## config.mk

```make
export PLATFORM = sky130hd
export DESIGN_NAME = fetch_redirect_ctrl
export DESIGN_NICKNAME = d
export VERILOG_FILES = /design/src/rtl/fetch_ctrl_pkg.sv /design/src/rtl/fetch_redirect_ctrl_prio.sv /design/src/rtl/fetch_redirect_ctrl.sv
export SDC_FILE = /design/constraint.sdc
export NUM_CORES = 1
export LEC_CHECK = 0
export CORE_UTILIZATION = 44
export CTS_CLUSTER_SIZE = 20
export DETAILED_ROUTE_END_ITERATION = 16
export GPL_TIMING_DRIVEN = 0
export PLACE_DENSITY = 0.78
export SLEW_MARGIN = 40
export SYNTH_ARGS = -nofsm -noshare
export SYNTH_HDL_FRONTEND = slang
export SYNTH_SLANG_ARGS = --single-unit
```

## constraint.sdc

```tcl
create_clock -name clk -period 2.3 [get_ports clk]
set_input_delay 0.46 -clock clk [delete_from_list [all_inputs] [get_ports clk]]
set_output_delay 0.46 -clock clk [all_outputs]
set_load 0.05 [all_outputs]
```

## src/rtl/fetch_ctrl_pkg.sv

```systemverilog
// Shared types and defaults for the fetch redirect controller.
//   fetch_state_t : controller states
//   redirect_t    : one redirect request (valid / trap flag / target)
//   pend_merge    : decides whether a new redirect replaces a buffered one
package fetch_ctrl_pkg;

  typedef enum logic [1:0] {
    HOLD_RST = 2'd0,
    RUN      = 2'd1,
    STALL    = 2'd2
  } fetch_state_t;

  typedef struct packed {
    logic        valid;
    logic        is_trap;
    logic [31:0] target;
  } redirect_t;

  localparam logic [31:0] RESET_PC_DEFAULT    = 32'h0000_0400;
  localparam logic [31:0] TRAP_VECTOR_DEFAULT = 32'h0000_0380;

  localparam redirect_t REDIRECT_NONE = '{valid: 1'b0, is_trap: 1'b0, target: 32'h0};

  // A buffered redirect is only displaced by a trap beating a non-trap;
  // an empty buffer takes whatever arrives.
  function automatic redirect_t pend_merge(input redirect_t pend, input redirect_t req);
    redirect_t res;
    res = pend;
    if (req.valid) begin
      if (!pend.valid)
        res = req;
      else if (req.is_trap && !pend.is_trap)
        res = req;
    end
    return res;
  endfunction

endpackage

```

## src/rtl/fetch_redirect_ctrl_prio.sv

```systemverilog
// Combinational priority select of redirect sources: trap > branch > jump.
// Optional macro FETCH_REDIRECT_MISALIGN_TRAP_EN: misaligned branch/jump
// targets become trap redirects and raise misalign. Without it, target
// bits [1:0] are cleared.
// Ports:
//   trap_valid                   trap request (target TRAP_VECTOR)
//   branch_taken, branch_target  taken-branch request
//   jump_valid, jump_target      jump request
//   redirect                     winning request
//   misalign                     (macro only) a misaligned target was converted
module redirect_prio
  import fetch_ctrl_pkg::*;
#(
  parameter logic [31:0] TRAP_VECTOR = TRAP_VECTOR_DEFAULT
) (
  input  logic        trap_valid,
  input  logic        branch_taken,
  input  logic [31:0] branch_target,
  input  logic        jump_valid,
  input  logic [31:0] jump_target,
  output redirect_t   redirect
`ifdef FETCH_REDIRECT_MISALIGN_TRAP_EN
  ,
  output logic        misalign
`endif
);

  logic [31:0] br_tgt;
  logic [31:0] jp_tgt;
  logic        br_mis;
  logic        jp_mis;
  logic        trap_any;

`ifdef FETCH_REDIRECT_MISALIGN_TRAP_EN
  assign br_mis   = branch_taken & (branch_target[1:0] != 2'b00);
  assign jp_mis   = jump_valid & (jump_target[1:0] != 2'b00);
  assign br_tgt   = branch_target;
  assign jp_tgt   = jump_target;
  assign misalign = br_mis | jp_mis;
`else
  assign br_mis   = 1'b0;
  assign jp_mis   = 1'b0;
  assign br_tgt   = branch_target & ~32'h3;
  assign jp_tgt   = jump_target & ~32'h3;
`endif

  assign trap_any = trap_valid | br_mis | jp_mis;

  always_comb begin
    redirect = REDIRECT_NONE;
    if (trap_any) begin
      redirect.valid   = 1'b1;
      redirect.is_trap = 1'b1;
      redirect.target  = TRAP_VECTOR;
    end else if (branch_taken) begin
      redirect.valid  = 1'b1;
      redirect.target = br_tgt;
    end else if (jump_valid) begin
      redirect.valid  = 1'b1;
      redirect.target = jp_tgt;
    end
  end

endmodule

```

## src/rtl/fetch_redirect_ctrl.sv

```systemverilog
// PC sequencing control: each cycle the PC increments, holds, or loads a
// redirect target. A redirect seen while fetch is stalled is buffered and
// applied, with a flush, on the cycle the stall releases.
// Optional macro FETCH_REDIRECT_MISALIGN_TRAP_EN adds misalign_fault.
// Ports:
//   clk, rst            clock, async active-low reset
//   pcAddress           current fetch address from the PC
//   stall_req           hazard hold request
//   imem_ready          instruction memory accepted the fetch
//   trap_valid          trap redirect (TRAP_VECTOR)
//   branch_taken/target taken-branch redirect
//   jump_valid/target   jump redirect
//   shouldUseNewPC      PC loads newPC instead of incrementing
//   newPC               address to load
//   flush               invalidate fetch/decode instruction
//   fetch_valid         pcAddress is a valid, non-held fetch
//   misalign_fault      (macro only) misaligned target converted to trap
//
// state    | meaning
// HOLD_RST | post-reset window, PC forced to RESET_PC, redirects ignored
// RUN      | normal fetch, redirects applied in the same cycle
// STALL    | PC held at last_pc, redirects buffered until release
module fetch_redirect_ctrl
  import fetch_ctrl_pkg::*;
#(
  parameter logic [31:0] RESET_PC          = RESET_PC_DEFAULT,
  parameter logic [31:0] TRAP_VECTOR       = TRAP_VECTOR_DEFAULT,
  parameter int unsigned RESET_HOLD_CYCLES = 2
) (
  input  logic        clk,
  input  logic        rst,
  input  logic [31:0] pcAddress,
  input  logic        stall_req,
  input  logic        imem_ready,
  input  logic        trap_valid,
  input  logic        branch_taken,
  input  logic [31:0] branch_target,
  input  logic        jump_valid,
  input  logic [31:0] jump_target,
  output logic        shouldUseNewPC,
  output logic [31:0] newPC,
  output logic        flush,
  output logic        fetch_valid
`ifdef FETCH_REDIRECT_MISALIGN_TRAP_EN
  ,
  output logic        misalign_fault
`endif
);

  localparam logic [3:0] HOLD_LAST = 4'(RESET_HOLD_CYCLES - 1);

  fetch_state_t state, state_nxt;
  logic [3:0]   hold_cnt, hold_nxt;
  logic [31:0]  last_pc;
  redirect_t    pend, pend_nxt, pend_m;
  redirect_t    req;
  logic         stall;

  assign stall = stall_req | ~imem_ready;

  redirect_prio #(
    .TRAP_VECTOR(TRAP_VECTOR)
  ) u_prio (
    .trap_valid   (trap_valid),
    .branch_taken (branch_taken),
    .branch_target(branch_target),
    .jump_valid   (jump_valid),
    .jump_target  (jump_target),
    .redirect     (req)
`ifdef FETCH_REDIRECT_MISALIGN_TRAP_EN
    ,
    .misalign     (prio_misalign)
`endif
  );

`ifdef FETCH_REDIRECT_MISALIGN_TRAP_EN
  logic prio_misalign;
  // Requests are dropped in HOLD_RST, so no conversion happens there.
  assign misalign_fault = prio_misalign & (state != HOLD_RST);
`endif

  // Buffered redirect including anything arriving this cycle.
  assign pend_m = pend_merge(pend, req);

  always_ff @(posedge clk or negedge rst) begin
    if (!rst) begin
      state    <= HOLD_RST;
      hold_cnt <= '0;
      last_pc  <= RESET_PC;
      pend     <= REDIRECT_NONE;
    end else begin
      state    <= state_nxt;
      hold_cnt <= hold_nxt;
      last_pc  <= pcAddress;
      pend     <= pend_nxt;
    end
  end

  always_comb begin
    state_nxt      = state;
    hold_nxt       = hold_cnt;
    pend_nxt       = pend;
    shouldUseNewPC = 1'b0;
    newPC          = pcAddress;
    flush          = 1'b0;
    fetch_valid    = 1'b0;

    unique case (state)
      RUN: begin
        if (!stall) begin
          fetch_valid = 1'b1;
          if (req.valid) begin
            shouldUseNewPC = 1'b1;
            newPC          = req.target;
            flush          = 1'b1;
          end
        end else begin
          shouldUseNewPC = 1'b1;
          newPC          = pcAddress;
          state_nxt      = STALL;
          if (req.valid)
            pend_nxt = req;
        end
      end

      STALL: begin
        shouldUseNewPC = 1'b1;
        newPC          = last_pc;
        if (!stall) begin
          fetch_valid = 1'b1;
          state_nxt   = RUN;
          pend_nxt    = REDIRECT_NONE;
          // Covers a buffered redirect, a trap displacing it, and a
          // same-cycle redirect into an empty buffer.
          if (pend_m.valid) begin
            newPC = pend_m.target;
            flush = 1'b1;
          end
        end else begin
          pend_nxt = pend_m;
        end
      end

      default: begin
        // HOLD_RST, and recovery from the unused encoding.
        shouldUseNewPC = 1'b1;
        newPC          = RESET_PC;
        if (state != HOLD_RST) begin
          state_nxt = HOLD_RST;
          hold_nxt  = '0;
        end else if (hold_cnt == HOLD_LAST) begin
          state_nxt = RUN;
          hold_nxt  = '0;
        end else begin
          hold_nxt = hold_cnt + 4'd1;
        end
      end
    endcase
  end

endmodule

```

==> results_dict.tcl <==
set metrics [dict create \
    status "finished, violations left" \
    violations "negative setup slack" \
    stdcell_count 843 \
    synth_area_leaders "dfrtp_1 (38%), nand2_1 (7.1%), o211ai_1 (5.9%)" \
    routabilityCongestion 0.895 \
    antenna_left 0 \
    hp-class "reg -> reg" \
    grt_pass1_vias 5265 \
    io_buffers 131 \
    cts_made_buffers 9 \
    cts_tree "built" \
    finalCriticalPeriod_ns 2.78 \
    ioPinCount 138 \
    yosysMostFrequentCell "nand2_1" \
    yosys.area.top_type "dfrtp_1" \
    muxShareOfSynthArea_pct 0.665 \
    drc 0 \
    start_util_pct 45.4 \
    finalPower_w 0.00783 \
    ys_seq_elements 72 \
    antenna_cells 0 \
    synthArstFlopShare_pct 100 \
    fin_hold_ws_ns 0.503 \
    vias 5433 \
    dieArea_mm2 0.0111 \
    die-height_um 105 \
    fin_ws_ns -0.479 \
    tightest_slew_ns 0.580 \
    hold_viol 0 \
    synthAdderAreaFrac_pct 1.33 \
    finalCritPeriodShare_pct 121 \
    dp_hpwl_mm 11.6 \
    clock_skew_ns 0.0121 \
    cts.clk_slew.worst_paths_ns 0.08 \
    dr.pass1.iters 5 \
    min_from "hold_cnt[2]" \
    wl_mm 19.4 \
    critPathRequiredTime_ns 1.84 \
    final_nets 810 \
    leakage_nw 2.96 \
    finalSetupViolations 34 \
    worstSetupStartpointType "primary input" \
    synth-edff-count 0 \
    drive_above_1_share_pct 36.5 \
    yosysSeqAreaShare_pct 38.3 \
    critPathLaunch "branch_taken" \
    drt_iter0_drc 633 \
    arrival_ns 2.32 \
    area_growth_pct 63.9 \
    avgRoutedWirePerCell_um 23.0 \
    dp.cells 770 \
    crit_type "in -> out" \
    path_max_fanout 8 \
    syn_inst 502 \
    relSlewSlack_pct 61.3 \
    antenna_found_initial 0 \
    setup.worst_path.end_class "primary output" \
    ys.flop_type "dfrtp_1" \
    root_buffer "clkbuf_8" \
    fp.coreArea_mm2 0.0104 \
    max-clock-path-buffers 2 \
    cts_max_level 3 \
    yosysWarnings 0 \
    synth_top_family_by_area "compound AO/OA/AOI/OAI gates" \
    rsz0062_at_grt "yes" \
    clock_latency_ns 0.37 \
    cellPowerDensity_mw_per_mm2 1010 \
    clock.fmax_ghz 0.360 \
    cts.sinks 72 \
    grt_max_degree 38 \
    maxCapViolCount 0 \
    die_w_um 105 \
    yosys.area_share.simple_pct 19.8 \
    grtUsageTotal_pct 31.9 \
    syn_nets 610 \
    grt_pass1_wl_mm 27.3 \
    synth.avg_cell_area_um2 9.38 \
    reg2reg_from "state[0]" \
    synthXorXnorAreaFrac_pct 0.186 \
    ir_drop_v 0.000966 \
    synth_top_area_share_pct 37.7 \
    row_count 37 \
    synth.distinct_cells 54 \
    synth_compound_area_share_pct 32.7 \
    vias_per_cell 6.44 \
    synth_area_mm2 0.00471 \
    synthTopCellsByCount "nand2_1 (89), dfrtp_1 (71), o211ai_1 (37)" \
    drv_slew 0 \
    grt_overflow 0 \
]
## state kept, by name, summed over array words and instances (netlist names)
name	flops
last_pc	32
pend	34
hold_cnt	4
state	2
## cells by family after synthesis
family	after synthesis
and+or+nand+nor	180
adders and majority gates	5
buffers and inverters	54
xor gates and xnor gates	1
DFF	72
muxes	3
AOI/OAI and AO/OA	187
## critical path, stage by stage
cell	delay, ns
clkdlybuf4s15_2	0.24
or3_1	0.37
buf_6	0.16
a21oi_4	0.41
buf_6	0.17
a22oi_2	0.07
o211ai_1	0.17
buf_4	0.26
## cells in the final DEF (no fill, tap or decap), types with 3 or more instances in the layout
cell type,synthesis,routed
a21o_1,8,8
a21oi_1,31,28
a21oi_4,2,3
a221o_1,3,3
a22oi_1,34,20
a22oi_2,19,33
a31oi_4,1,4
and2_1,3,3
buf_12,1,9
buf_2,15,9
buf_4,4,46
buf_6,9,50
buf_8,1,8
clkbuf_1,15,9
clkbuf_16,0,3
clkbuf_2,1,3
clkbuf_8,0,11
clkdlybuf4s50_1,0,92
clkinvlp_4,0,3
dfrtp_1,71,70
inv_1,7,3
inv_2,0,3
nand2_1,89,80
nand2_2,0,6
nand3_1,33,30
nand3_2,0,3
nand3b_1,27,27
nor2b_1,7,5
nor3_4,1,3
nor3b_1,3,3
o211a_1,3,3
o211ai_1,37,37
o211ai_4,0,17
o21ai_0,10,5
o21ai_2,0,4
o21ai_4,0,3
o22a_1,3,3
## path summary, 6_finish.rpt
kind,end,slack (ns),depth (start not counted)
min reg2reg,hold_cnt[2],0.50,1
min,hold_cnt[2],0.50,1
max,newPC[30],-0.48,8
min in group asynchronous,last_pc[22],0.54,2
max reg2reg,pend[21],0.25,7
max in group asynchronous,pend[29],1.23,3
## cell type report
class | instances | area (µm²)
inverters | 8 | 37.5
multi-input cells | 376 | 3120
fillers | 681 | 2650
clock inverters | 3 | 17.5
flip-flops and latches | 72 | 1800
repair buffers | 192 | 2000
clock buffers | 13 | 149
well taps | 136 | 170
plain buffers | 43 | 417
## per-stage QoR
stage	cell area [µm²]	TNS (ns)	setup WS [ns]	util (%)
after floorplan	4980	-1.69	-0.306	-
after global placement	6460	-179.66	-1.80	62.3
after detailed placement	6480	-53.69	-1.58	62.5
after CTS	7290	-11.45	-0.400	70.3
after global routing	7720	-15.32	-0.552	74.4
final	7720	-12.99	-0.479	74.4
## metal layers
layer | routed length, µm | global-route usage (%) | up-vias
met5 | 0 | 0 | -
met4 | 1020 | 13.8 | 0
met3 | 1810 | 6.49 | 103
met2 | 9520 | 54.1 | 388
met1 | 7040 | 39.3 | 2646
li1 | - | - | 2296
## power by group
group,leakage [nW],internal (W),switching (W)
sequential,0.894,0.00150,0.000189
clock,0.0834,0.000420,0.000519
combinational,1.98,0.00222,0.00299
## timing repair
item,4_1_cts,5_1_grt
hold buffers,1,0
resized for setup,308,59
cloned,4,3
endpoints found under the setup margin,35,35
pin swaps,33,38
setup buffers,33,20
hold endpoints to repair,9,0
Power figures use the tool's default switching activity.
==> RTL change, RTL diff (same settings) <==
The 3 states of `fetch_state_t` get a one-hot encoding in 3 bits.
--- a/src/rtl/fetch_ctrl_pkg.sv
+++ b/src/rtl/fetch_ctrl_pkg.sv
@@ -4,10 +4,10 @@
 //   pend_merge    : decides whether a new redirect replaces a buffered one
 package fetch_ctrl_pkg;
 
-  typedef enum logic [1:0] {
-    HOLD_RST = 2'd0,
-    RUN      = 2'd1,
-    STALL    = 2'd2
+  typedef enum logic [2:0] {
+    HOLD_RST = 3'b001,
+    RUN      = 3'b010,
+    STALL    = 3'b100
   } fetch_state_t;
 
   typedef struct packed {
Behaviour: no difference found for any inputs over 4 cycles, from zero or initial values and one cycle with rst low; so few cycles prove little.
==> RTL change against the original RTL <==
- the run still ends with setup timing left
- via count rose by 19%
- highest routed layer unchanged
- sequential share of layout area is 3.4 points lower
- final cell count up 4.9%
- wire length up 35%
- setup slack better by 12 ps
- non-clock buffer count shrank 3
- design area up 18%
- total power grew 1.3%
- sequential cell count rose by 1
- sequential power increased by 14%
- area after synthesis is 1.9% higher
- register-to-register slack got worse by 280 ps
- critical path depth decreased by 1
==> RTL change: results (changes against the original RTL) <==
status:
  outcome: "finished, violations left"
  violations: "setup timing"
detailed_routing:
  first_pass_iters: 6  # +1
  routed-wl-met2_um: 11800  # +24%
  finalWirelength_um: 26200  # +35%
  met1Wirelength_um: 8760  # +25%
  vias: 6456  # +19%
  drt-initial-drc-count: 902  # +42%
  routedWlPerCell_um: 29.6  # +29%
final_layout:
  seq-cell-share_pct: 20.0  # -3.4 points
  multiInputGateArea_mm2: 0.00434  # +39%
  fillCellCount: 440  # -35%
  nonClockBufferCount: 232  # -1.3%
  seq_cells: 73  # +1.4%
  buffer_area_share_pct: 27.6  # -3.7 points
  multi_input_cells: 419  # +11%
  nets: 848  # +4.7%
  drive_above_1_share_pct: 44.3  # +7.8 points
  regArea_mm2: 0.00183  # +1.4%
  final-clk-cell-share_pct: 2.67  # +0.51 points
  clkbuf_count: 11  # -2
timing:
  finalClockSkew_ps: 20.7  # +8.57 ps
  setup_viol: 35  # +2.9%
  setup_ws_ps: -467  # +11.9 ps
  worst_pin_slew_ps: 692  # +112 ps
  tns_ps: -12690  # +291 ps
synthesis:
  syn-num-nets: 657  # +7.7%
  yosysSeqAreaShare_pct: 38.1  # -0.18 points
  yosys-top-cells-count: "71 x dfrtp_1, 63 x a21oi_1, 60 x o21ai_0, 34 x nand2_1, 34 x nor2_1"
  synth_area_leaders: "dfrtp_1 37%, a21oi_1 6.6%, o21ai_0 6.3%"
  avgSynthCellArea_um2: 8.69  # -7.3%
grt:
  grtUsageTotal_pct: 40.7  # +8.7 points
  use_met2_pct: 65.8  # +12 points
  met1_usage_pct: 47.1  # +7.8 points
  grt_pass1_vias: 6440  # +22%
  use_met3_pct: 10.1  # +3.6 points
  grt_pass1_wl_um: 35000  # +28%
  grt_max_degree: 39  # +2.6%
placement:
  placedCellCount: 821  # +6.6%
  place.gp.congestion: 0.886  # -1.0%
  preCtsSetupSlack_ps: -1380  # +207 ps
  dpl-instance-area_mm2: 0.00693  # +7.0%
  place_hpwl_um: 12200  # +4.6%
  io_buffers: 132  # +0.76%
worst_setup_path:
  path_max_fanout: 10  # +2
  worstRegToRegCells: 6  # -1
power_and_ir_drop:
  leakage_nw: 3.33  # +13%
  max-vdd-ir-drop_v: 0.000574  # -41%
  internal_power_mw: 4.51  # +9.2%
min_path:
  min-delay-path-class: "primary input to register"
clock_tree:
  clk_pin_slew_worst_paths_ps: 100  # +20 ps
## RTL change: power by group through the flow
| stage | Clock [mW] | Combinational [mW] | Sequential (mW) |
|---|---|---|---|
| 2_1_floorplan | 0 | 2.25 | 1.81 |
| 3_3_place_gp | 0 | 3.00 | 1.85 |
| 3_5_place_dp | 0 | 3.08 | 1.87 |
| 4_1_cts | 1.27 | 3.85 | 1.85 |
| 5_1_grt | 1.36 | 4.77 | 1.95 |
| 6_report | 1.33 | 4.67 | 1.93 |
## RTL change: repair_timing
| item | 4_1_cts | 5_1_grt |
|---|---|---|
| hold buffers | 1 | 0 |
| endpoints found under the setup margin | 35 | 35 |
| pin swaps | 23 | 23 |
| cloned | 5 | 5 |
| buffers inserted | 26 | 12 |
| resized for setup | 489 | 49 |
| endpoints found under the hold margin | 16 | 0 |
## RTL change: cell families after synthesis
| group | synth area share [%] |
|---|---|
| AO/OA/AOI/OAI | 28.1 |
| AND/OR/NAND/NOR | 21.1 |
| buffers and inverters | 5.81 |
| adder cells (fa/ha/maj) | 0.521 |
| multiplexers | 6.34 |
| flip-flops | 38.1 |
## RTL change: worst max-delay path, stage by stage (launching register included)
cell	delay, ps
dfrtp_1	410
buf_6	170
a21boi_4	360
buf_4	340
nor3b_4	90
nor3_2	260
o32ai_4	120
buf_6	160
## RTL change: worst paths after layout
check | startpoint | slack (ps) | end
hold reg to reg | pend[1]$_DFFE_PN0P_ | 520 | pend[1]$_DFFE_PN0P_
hold / removal | pcAddress[10] | 520 | last_pc[10]$_DFF_PN1_
setup reg to reg | state[1]$_DFFE_PN0P_ | -30 | pend[23]$_DFFE_PN0P_
setup / recovery | pend[33]$_DFFE_PN0P_ | -470 | newPC[12]
max in group asynchronous | rst | 1160 | last_pc[10]$_DFF_PN1_
min in group asynchronous | rst | 540 | pend[11]$_DFFE_PN0P_
